[src/rtl/bus_transfer_arbiter.sv]
// -----------------------------------------------------------------------------
// bus_transfer_arbiter
//
// Round-robin arbiter and sequencer for the shared 16-bit register bus.
// Each requester asks for one register-to-register move (source, destination).
// One requester at a time is granted the bus. For that requester the block
// drives the one-hot register strobes in the order bus-drive, write, complete.
// No other agent drives LDBUS or WR on this bus, so two sources never drive
// the tri-state bus at the same time.
//
// Ports
//   clk    : clock, rising edge
//   RST    : asynchronous active-high reset
//   REQ    : per-requester request level (N_REQ)
//   SRC    : packed source indices, requester i at [i*SEL_W +: SEL_W]
//   DST    : packed destination indices, same packing as SRC
//   GNT    : one-hot grant, held DRIVE..COMPLETE
//   DONE   : one-cycle completion pulse to the granted requester
//   ERR    : pulses with DONE when the latched src or dst is >= N_REG
//   LDBUS  : one-hot bus-drive strobes (DRIVE and WRITE)
//   WR     : one-hot write strobes (WRITE)
//   BUSY   : high whenever the sequencer is not idle
// -----------------------------------------------------------------------------
module bus_transfer_arbiter #(
   parameter int N_REQ = 4,
   parameter int N_REG = 8,
   parameter int SEL_W = 3
) (
   input  logic                   clk,
   input  logic                   RST,
   input  logic [N_REQ-1:0]       REQ,
   input  logic [N_REQ*SEL_W-1:0] SRC,
   input  logic [N_REQ*SEL_W-1:0] DST,
   output logic [N_REQ-1:0]       GNT,
   output logic [N_REQ-1:0]       DONE,
   output logic                   ERR,
   output logic [N_REG-1:0]       LDBUS,
   output logic [N_REG-1:0]       WR,
   output logic                   BUSY
);

   localparam int PTR_W = $clog2(N_REQ);

   typedef enum logic [1:0] {
      IDLE     = 2'd0,
      DRIVE    = 2'd1,
      WRITE    = 2'd2,
      COMPLETE = 2'd3
   } state_t;

   state_t             state_reg;
   logic [PTR_W-1:0]   ptr_reg;
   logic [SEL_W-1:0]   src_reg;
   logic [SEL_W-1:0]   dst_reg;

   // Arbitration result for the current IDLE cycle.
   logic [PTR_W-1:0]   pick;
   logic [PTR_W-1:0]   pick_next;
   logic [PTR_W-1:0]   idx;
   logic [N_REQ-1:0]   pick_hot;
   logic [SEL_W-1:0]   sel_src;
   logic [SEL_W-1:0]   sel_dst;

   // One-hot decodes; an out-of-range index simply decodes to all zeros,
   // which suppresses the corresponding strobe.
   logic [N_REG-1:0]   sel_src_hot;
   logic [N_REG-1:0]   src_hot;
   logic [N_REG-1:0]   dst_hot;

   // Search downward in offset from the pointer so that the smallest offset
   // that has a request is the last (and winning) assignment.
   always_comb begin
      pick = '0;
      idx  = '0;
      for (int k = N_REQ - 1; k >= 0; k--) begin
         idx = PTR_W'((int'(ptr_reg) + k) % N_REQ);
         if (REQ[idx]) begin
            pick = idx;
         end
      end
   end

   always_comb begin
      pick_next = (pick == PTR_W'(N_REQ - 1)) ? '0 : pick + PTR_W'(1);
      pick_hot  = '0;
      sel_src   = '0;
      sel_dst   = '0;
      for (int i = 0; i < N_REQ; i++) begin
         if (pick == PTR_W'(i)) begin
            pick_hot[i] = 1'b1;
            sel_src     = SRC[i*SEL_W +: SEL_W];
            sel_dst     = DST[i*SEL_W +: SEL_W];
         end
      end
   end

   generate
      for (genvar gi = 0; gi < N_REG; gi++) begin : g_decode
         assign sel_src_hot[gi] = (sel_src == SEL_W'(gi));
         assign src_hot[gi]     = (src_reg == SEL_W'(gi));
         assign dst_hot[gi]     = (dst_reg == SEL_W'(gi));
      end
   endgenerate

   // sel_dst is latched for later decoding; only the source strobe is needed
   // on the arbitration edge itself.
   always_ff @(posedge clk or posedge RST) begin
      if (RST) begin
         state_reg <= IDLE;
         ptr_reg   <= '0;
         src_reg   <= '0;
         dst_reg   <= '0;
         GNT       <= '0;
         DONE      <= '0;
         ERR       <= 1'b0;
         LDBUS     <= '0;
         WR        <= '0;
         BUSY      <= 1'b0;
      end else begin
         DONE <= '0;
         ERR  <= 1'b0;
         unique case (state_reg)
            IDLE: begin
               if (|REQ) begin
                  state_reg <= DRIVE;
                  ptr_reg   <= pick_next;
                  src_reg   <= sel_src;
                  dst_reg   <= sel_dst;
                  GNT       <= pick_hot;
                  LDBUS     <= sel_src_hot;
                  BUSY      <= 1'b1;
               end
            end
            DRIVE: begin
               // LDBUS stays asserted so the bus is stable a full cycle
               // before the capturing edge.
               state_reg <= WRITE;
               WR        <= dst_hot;
            end
            WRITE: begin
               state_reg <= COMPLETE;
               LDBUS     <= '0;
               WR        <= '0;
               DONE      <= GNT;
               ERR       <= ~(|src_hot) | ~(|dst_hot);
            end
            COMPLETE: begin
               state_reg <= IDLE;
               GNT       <= '0;
               BUSY      <= 1'b0;
            end
            default: begin
               state_reg <= IDLE;
            end
         endcase
      end
   end

endmodule

[config.mk]
export PLATFORM = sky130hd
export DESIGN_NAME = bus_transfer_arbiter
export DESIGN_NICKNAME = d
export VERILOG_FILES = /design/src/rtl/bus_transfer_arbiter.sv
export SDC_FILE = /design/constraint.sdc
export NUM_CORES = 1
export LEC_CHECK = 0
export ABC_AREA = 1
export BUFFER_PORTS_ARGS = -buffer_cell sky130_fd_sc_hd__buf_2
export CAP_MARGIN = 10
export CORE_MARGIN = 5
export CORE_UTILIZATION = 55
export CTS_CLUSTER_SIZE = 30
export DETAILED_ROUTE_END_ITERATION = 12
export GPL_ROUTABILITY_DRIVEN = 1
export MAX_ROUTING_LAYER = met4
export PLACE_DENSITY_LB_ADDON = 0.25
export SLEW_MARGIN = 5
export SYNTH_ARGS = -nofsm -noshare
export SYNTH_HDL_FRONTEND = slang
export SYNTH_SLANG_ARGS = --single-unit
[constraint.sdc]
create_clock -name clk -period 5.6 [get_ports clk]
set_input_delay 0 -clock clk [delete_from_list [all_inputs] [get_ports clk]]
set_output_delay 0 -clock clk [all_outputs]
set_load 0.005 [all_outputs]
# Yosys cells after proc, flatten, opt, wreduce, memory -nomap -nowiden
# Index checks and enable logic that the tools add are counted.
# classes
bitwise_logic	3
reduce_logical	14
n_lt_le_gt_ge	4
n_mux	36
addsub	4
n_eq_ne	28
# op_table
cell	count
$eq 3x3->1 const B	12
$pmux 8 s2	2
$mux 3	8
$eq 3x2->1 const B	6
$reduce_or 8->1	2
$lt 2x3->1 const B	4
$mux 2	6
$mux 1	10
$eq 3x1->1 const B	3
$logic_not 3->1	3
$bmux 1 s2	4
$eq 2x2->1 const B	4
$mux 4	2
$mux 8	1
$pmux 2 s4	1
$pmux 4 s2	1
$reduce_and 2->1	3
$reduce_bool 2->1	3
$add 2x1->2 const B	2
$add 2x2->2 const B	2
$eq 2x1->1 const B	2
$logic_not 2->1	2
$reduce_or 4->1	1
$ne 2x2->1 const B	1
other kinds (3)	4
# word_totals
word_cells	99
reg_bits	36

# Longest topological paths before layout
# depth
ltp_word	15
depth_mapped	20
ltp_nobuf	19

# Worst setup path after synthesis
# OpenSTA, ideal clock, no wires.
# synth_path
path_kind	reg2reg
start	register ptr_reg[0]
end	register LDBUS[4]
stages_incl_launch_ff	16
path_buffers	2
arrival_time_ns	2.017
setup_ns	0.074
setup_slack_ns	3.509
synth_period_minus_slack_ns	2.091
cell_sequence	dfrtp_1 -> buf_6 -> nand2_1 -> nor2_1 -> nor2_2 -> nand3b_1 -> o21ai_1 -> inv_1 -> ha_1 -> buf_6 -> inv_1 -> o21ai_2 -> a21o_2 -> nand2_2 -> nand2_4 -> o21ai_2
# synth_between
elab_chain_cells	15
# synth_rtl
item	line_no	source
start, declared	52	logic [PTR_W-1:0] ptr_reg;
start signal, assigned	126	ptr_reg <= pick_next;
$add 2x2->2	76	idx = PTR_W'((int'(ptr_reg) + k) % N_REQ);
$bmux 1 s2	77	if (REQ[idx]) begin
$mux 1 (implied by the code)	77	
$mux 2 (3 in a row)	77	
$mux 2 (*)	77	
$logic_not 2->1	89	if (pick == PTR_W'(i)) begin
$mux 3 (3 in a row)	89	
$mux 3 (*)	89	
$eq 3x3->1 (*)	99	assign sel_src_hot[gi] = (sel_src == SEL_W'(gi));
$mux 8 (*)	124	if (|REQ) begin
$pmux 8 s2 (*)	122	unique case (state_reg)
end signal, assigned	130	LDBUS <= sel_src_hot;
end, declared	37	output logic [N_REG-1:0] LDBUS,
# Every way passes the cells marked *; elsewhere a longest branch is shown, timed or not. The select of a mux whose other input is x is not followed.
# A chain may end at the register's enable or synchronous reset.

# Worst setup path in the final report
# layout_path
start	register ptr_reg[0]
end	register dst_reg[1]
# layout_between
elab_chain_cells	12
# layout_rtl
item	line_no	source
$add 2x2->2	76	
$bmux 1 s2	77	
$mux 1 (implied by the code)	77	
$mux 2 (3 in a row)	77	
$mux 2 (*)	77	
$logic_not 2->1	89	
$mux 3 (3 in a row)	89	
$mux 3 (*)	89	
end signal, assigned	128	dst_reg <= sel_dst;
end, declared	54	logic [SEL_W-1:0] dst_reg;
# Marks and branches as above.

==> key figures <==
Cells and area
  • Leading cell types in the layout, fill and taps excluded: 63 x nand2_1, 55 x buf_2, 33 x dfrtp_1
  • Most common cell after layout, fill and taps aside: nand2_1
  • Area grow syn2layout: 21.6%
  • Final cell count without fillers: 339
  • Nets@finish: 330
  • Top flop regs: LDBUS (8), WR (8)
  • Share of layout cells above drive strength 1: 32.8%
  • Antenna cell count: 0
  • Post-route core utilization: 68.7%

Worst setup path
  • Crit path largest cell delay: 0.57 ns
  • Critical path class: flip-flop to flip-flop
  • Arr. time, crit path: 3.08 ns
  • Largest delay contributor family on the critical path: buffers and inverters
  • Crit path required time: 5.88 ns
  • Worst-path fanout max: 12
  • Worst path slowest cell: dlygate4sd3_1
  • CP Launch Type: flip-flop
  • Critical Path Sink Type: flip-flop
  • Critical-path cell list: inv_1 > nand2_1 > nand3_1 > and3b_1 > o21ai_1 > ha_1 > a21oi_1 > nand2_1 > o211ai_1 > a22oi_1 > dlygate4sd3_1
  • Critical path's most frequent cell: nand2_1
  • Buffers & Inverters on Critical Path: 2

Yosys
  • Syn Inst Count: 228
  • EDFF count, synth: 0
  • Post-synth cell types: 30
  • Syn. warnings: 0
  • Ys flop type: dfrtp_1
  • Post-synthesis sequential area ratio: 43.8%
  • Top cell type's share of synthesized area: 43.8%
  • Post-Syn Area: 1880 um2
  • Syn_nets: 266
  • Synth area leaders: dfrtp_1 44%, nand2_1 13%, inv_1 5.6%
  • Post-synthesis area per instance: 8.26 um2
  • Yosys top cell by area: dfrtp_1
  • Ys async rst share: 100%
  • FF+latch count, synth: 33

Routing
  • Vias: 1,641
  • Initial DRC count: 74
  • Drt total wl: 4050 um
  • Pre-Repair DR Iteration Count: 5
  • Routed Antenna Nets: 0
  • Remaining DRCs: 0
  • Drt wl/cell: 11.9 um
  • Mean number of vias per cell: 4.84

Timing
  • Finish-stage setup viols: 0
  • Tmin final: 2.80 ns
  • Skew final: 0.00728 ns
  • Final Hold Viols: 0
  • Setup WS post-layout: 2.80 ns
  • Ratio of final minimum period to clock period: 50.0%
  • Slew Limit Fails: 0
  • Max Clk Rate: 0.357 GHz
  • Setup TNS: 0 ns
  • RSZ-0062 raised after global routing: no

Power and ir drop
  • Leak Pwr: 0.00128 uW
  • PwrDens: 643 nW/um2
  • Worst VDD drop: 0.407 mV

Die
  • Row Count: 21
  • Die Wd: 68.5 um
  • Die H: 68.5 um
  • Core box area: 3340 um2
  • Top-level I/O count: 56
  • Die area: 4700 um2
  • Starting Density: 56.5%

Run status
  • Status: completed

Global routing
  • First-pass GRT wire length: 6660 um
  • Pin count of the biggest net entering global routing: 34
  • GR Overflow Total: 0
  • Vias in the first global route: 1,519
  • Gr usage total: 20.0%
  • Initial antenna violation count: 0

Place
  • PortBufs: 55
  • Pre-CTS setup slack: 3.16 ns
  • DPL Wire Length: 3160 um
  • Placer's final routability congestion estimate: 0.968
  • Cells after DPL: 325

Clock tree
  • H-tree depth: 2
  • CTS max path bufs: 2
  • Post-CTS Resized: 0
  • Root buffer cell: clkbuf_4
  • CTS tree: done
  • Clk Latency, worst-skew pair: 0.33 ns
  • CTS sink cnt: 33
  • CTS buffer count: 5
  • Clk slew on worst S/H paths: 0.10 ns

Min path
  • Worst hold path class: input port to flip-flop

Flow run
  • Reported max-cap violation count: 0
## cell usage after synthesis (2+ instances only)
master    count
nand2_1      63
dfrtp_1      33
inv_1        28
o21ai_0      13
a21oi_1      10
ha_1          8
nor2_1        8
nand2_2       7
nand3_1       7
o21ai_2       7
o21ai_1       6
nor2_2        5
inv_2         4
buf_6         3
nand2_4       3
nand3_2       3
o211ai_1      3
o22ai_1       3
a22oi_1       2
nand3b_1      2
## worst paths after layout
path	from	end	slack [ns]	depth (start not counted)
worst max-delay path	ptr_reg[0]	dst_reg[1]	2.80	11
worst min-delay path	DST[6]	dst_reg[0]	0.02	3
worst max register to register	ptr_reg[0]	dst_reg[1]	2.80	11
worst min register to register	LDBUS[0]	LDBUS[0]	0.49	2
max in group asynchronous	RST	LDBUS[3]	4.99	4
min in group asynchronous	RST	WR[2]	0.32	4
## timing repair
item,4_1_cts,5_1_grt
hold endpoints to repair,36,0
hold buffers,6,0
endpoints found under the setup margin,0,0
buffers inserted,0,0
## power breakdown
part	leakage [uW]	switching (uW)	total (uW)	internal, uW
Combinational	0.000818	604	964	360
Sequential	0.000434	58.5	383	325
Clock	0.0000320	78.9	127	47.8
Total	0.00128	741	1470	733
## tightest hold or removal path, cell delays in order
cell      delay, ns
buf_2          0.09
o211ai_1       0.08
a22oi_1        0.14
## cell type report
cell class / instances / area [um2]
clock buffer: 6 / 41.3
clock inverter: 2 / 10.0
fill: 279 / 1050
inverter: 34 / 130
multi-input combinational: 156 / 883
sequential: 33 / 826
tap: 46 / 57.6
timing repair buffer: 62 / 343
## cell families after synthesis
logic type | share of synthesized area [%]
AOI/OAI and AO/OA | 15.7
adders and majority gates | 5.31
buffers and inverters | 9.30
DFF | 43.8
other | 0.199
and+or+nand+nor | 25.7
## metal layers
| layer | vias to the layer above | GRT usage (%) | share of wire [%] |
|---|---|---|---|
| met4 | 0 | 8.19 | 1.6 |
| li1 | 846 | - | - |
| met5 | - | - | 0 |
| met1 | 749 | 24.4 | 42 |
| met2 | 41 | 31.6 | 51 |
| met3 | 5 | 5.02 | 5.1 |
## per-stage QoR
step           hold WS, ns  instance area (um2)  power (uW)
5_1_grt             0.0164                 2290        1630
3_5_place_dp         0.102                 2180        1330
6_report            0.0212                 2290        1470
4_1_cts            0.00182                 2290        1490
2_1_floorplan        0.129                 1880        1160
3_3_place_gp         0.100                 2180        1310
(Power assumes the default switching activity.)
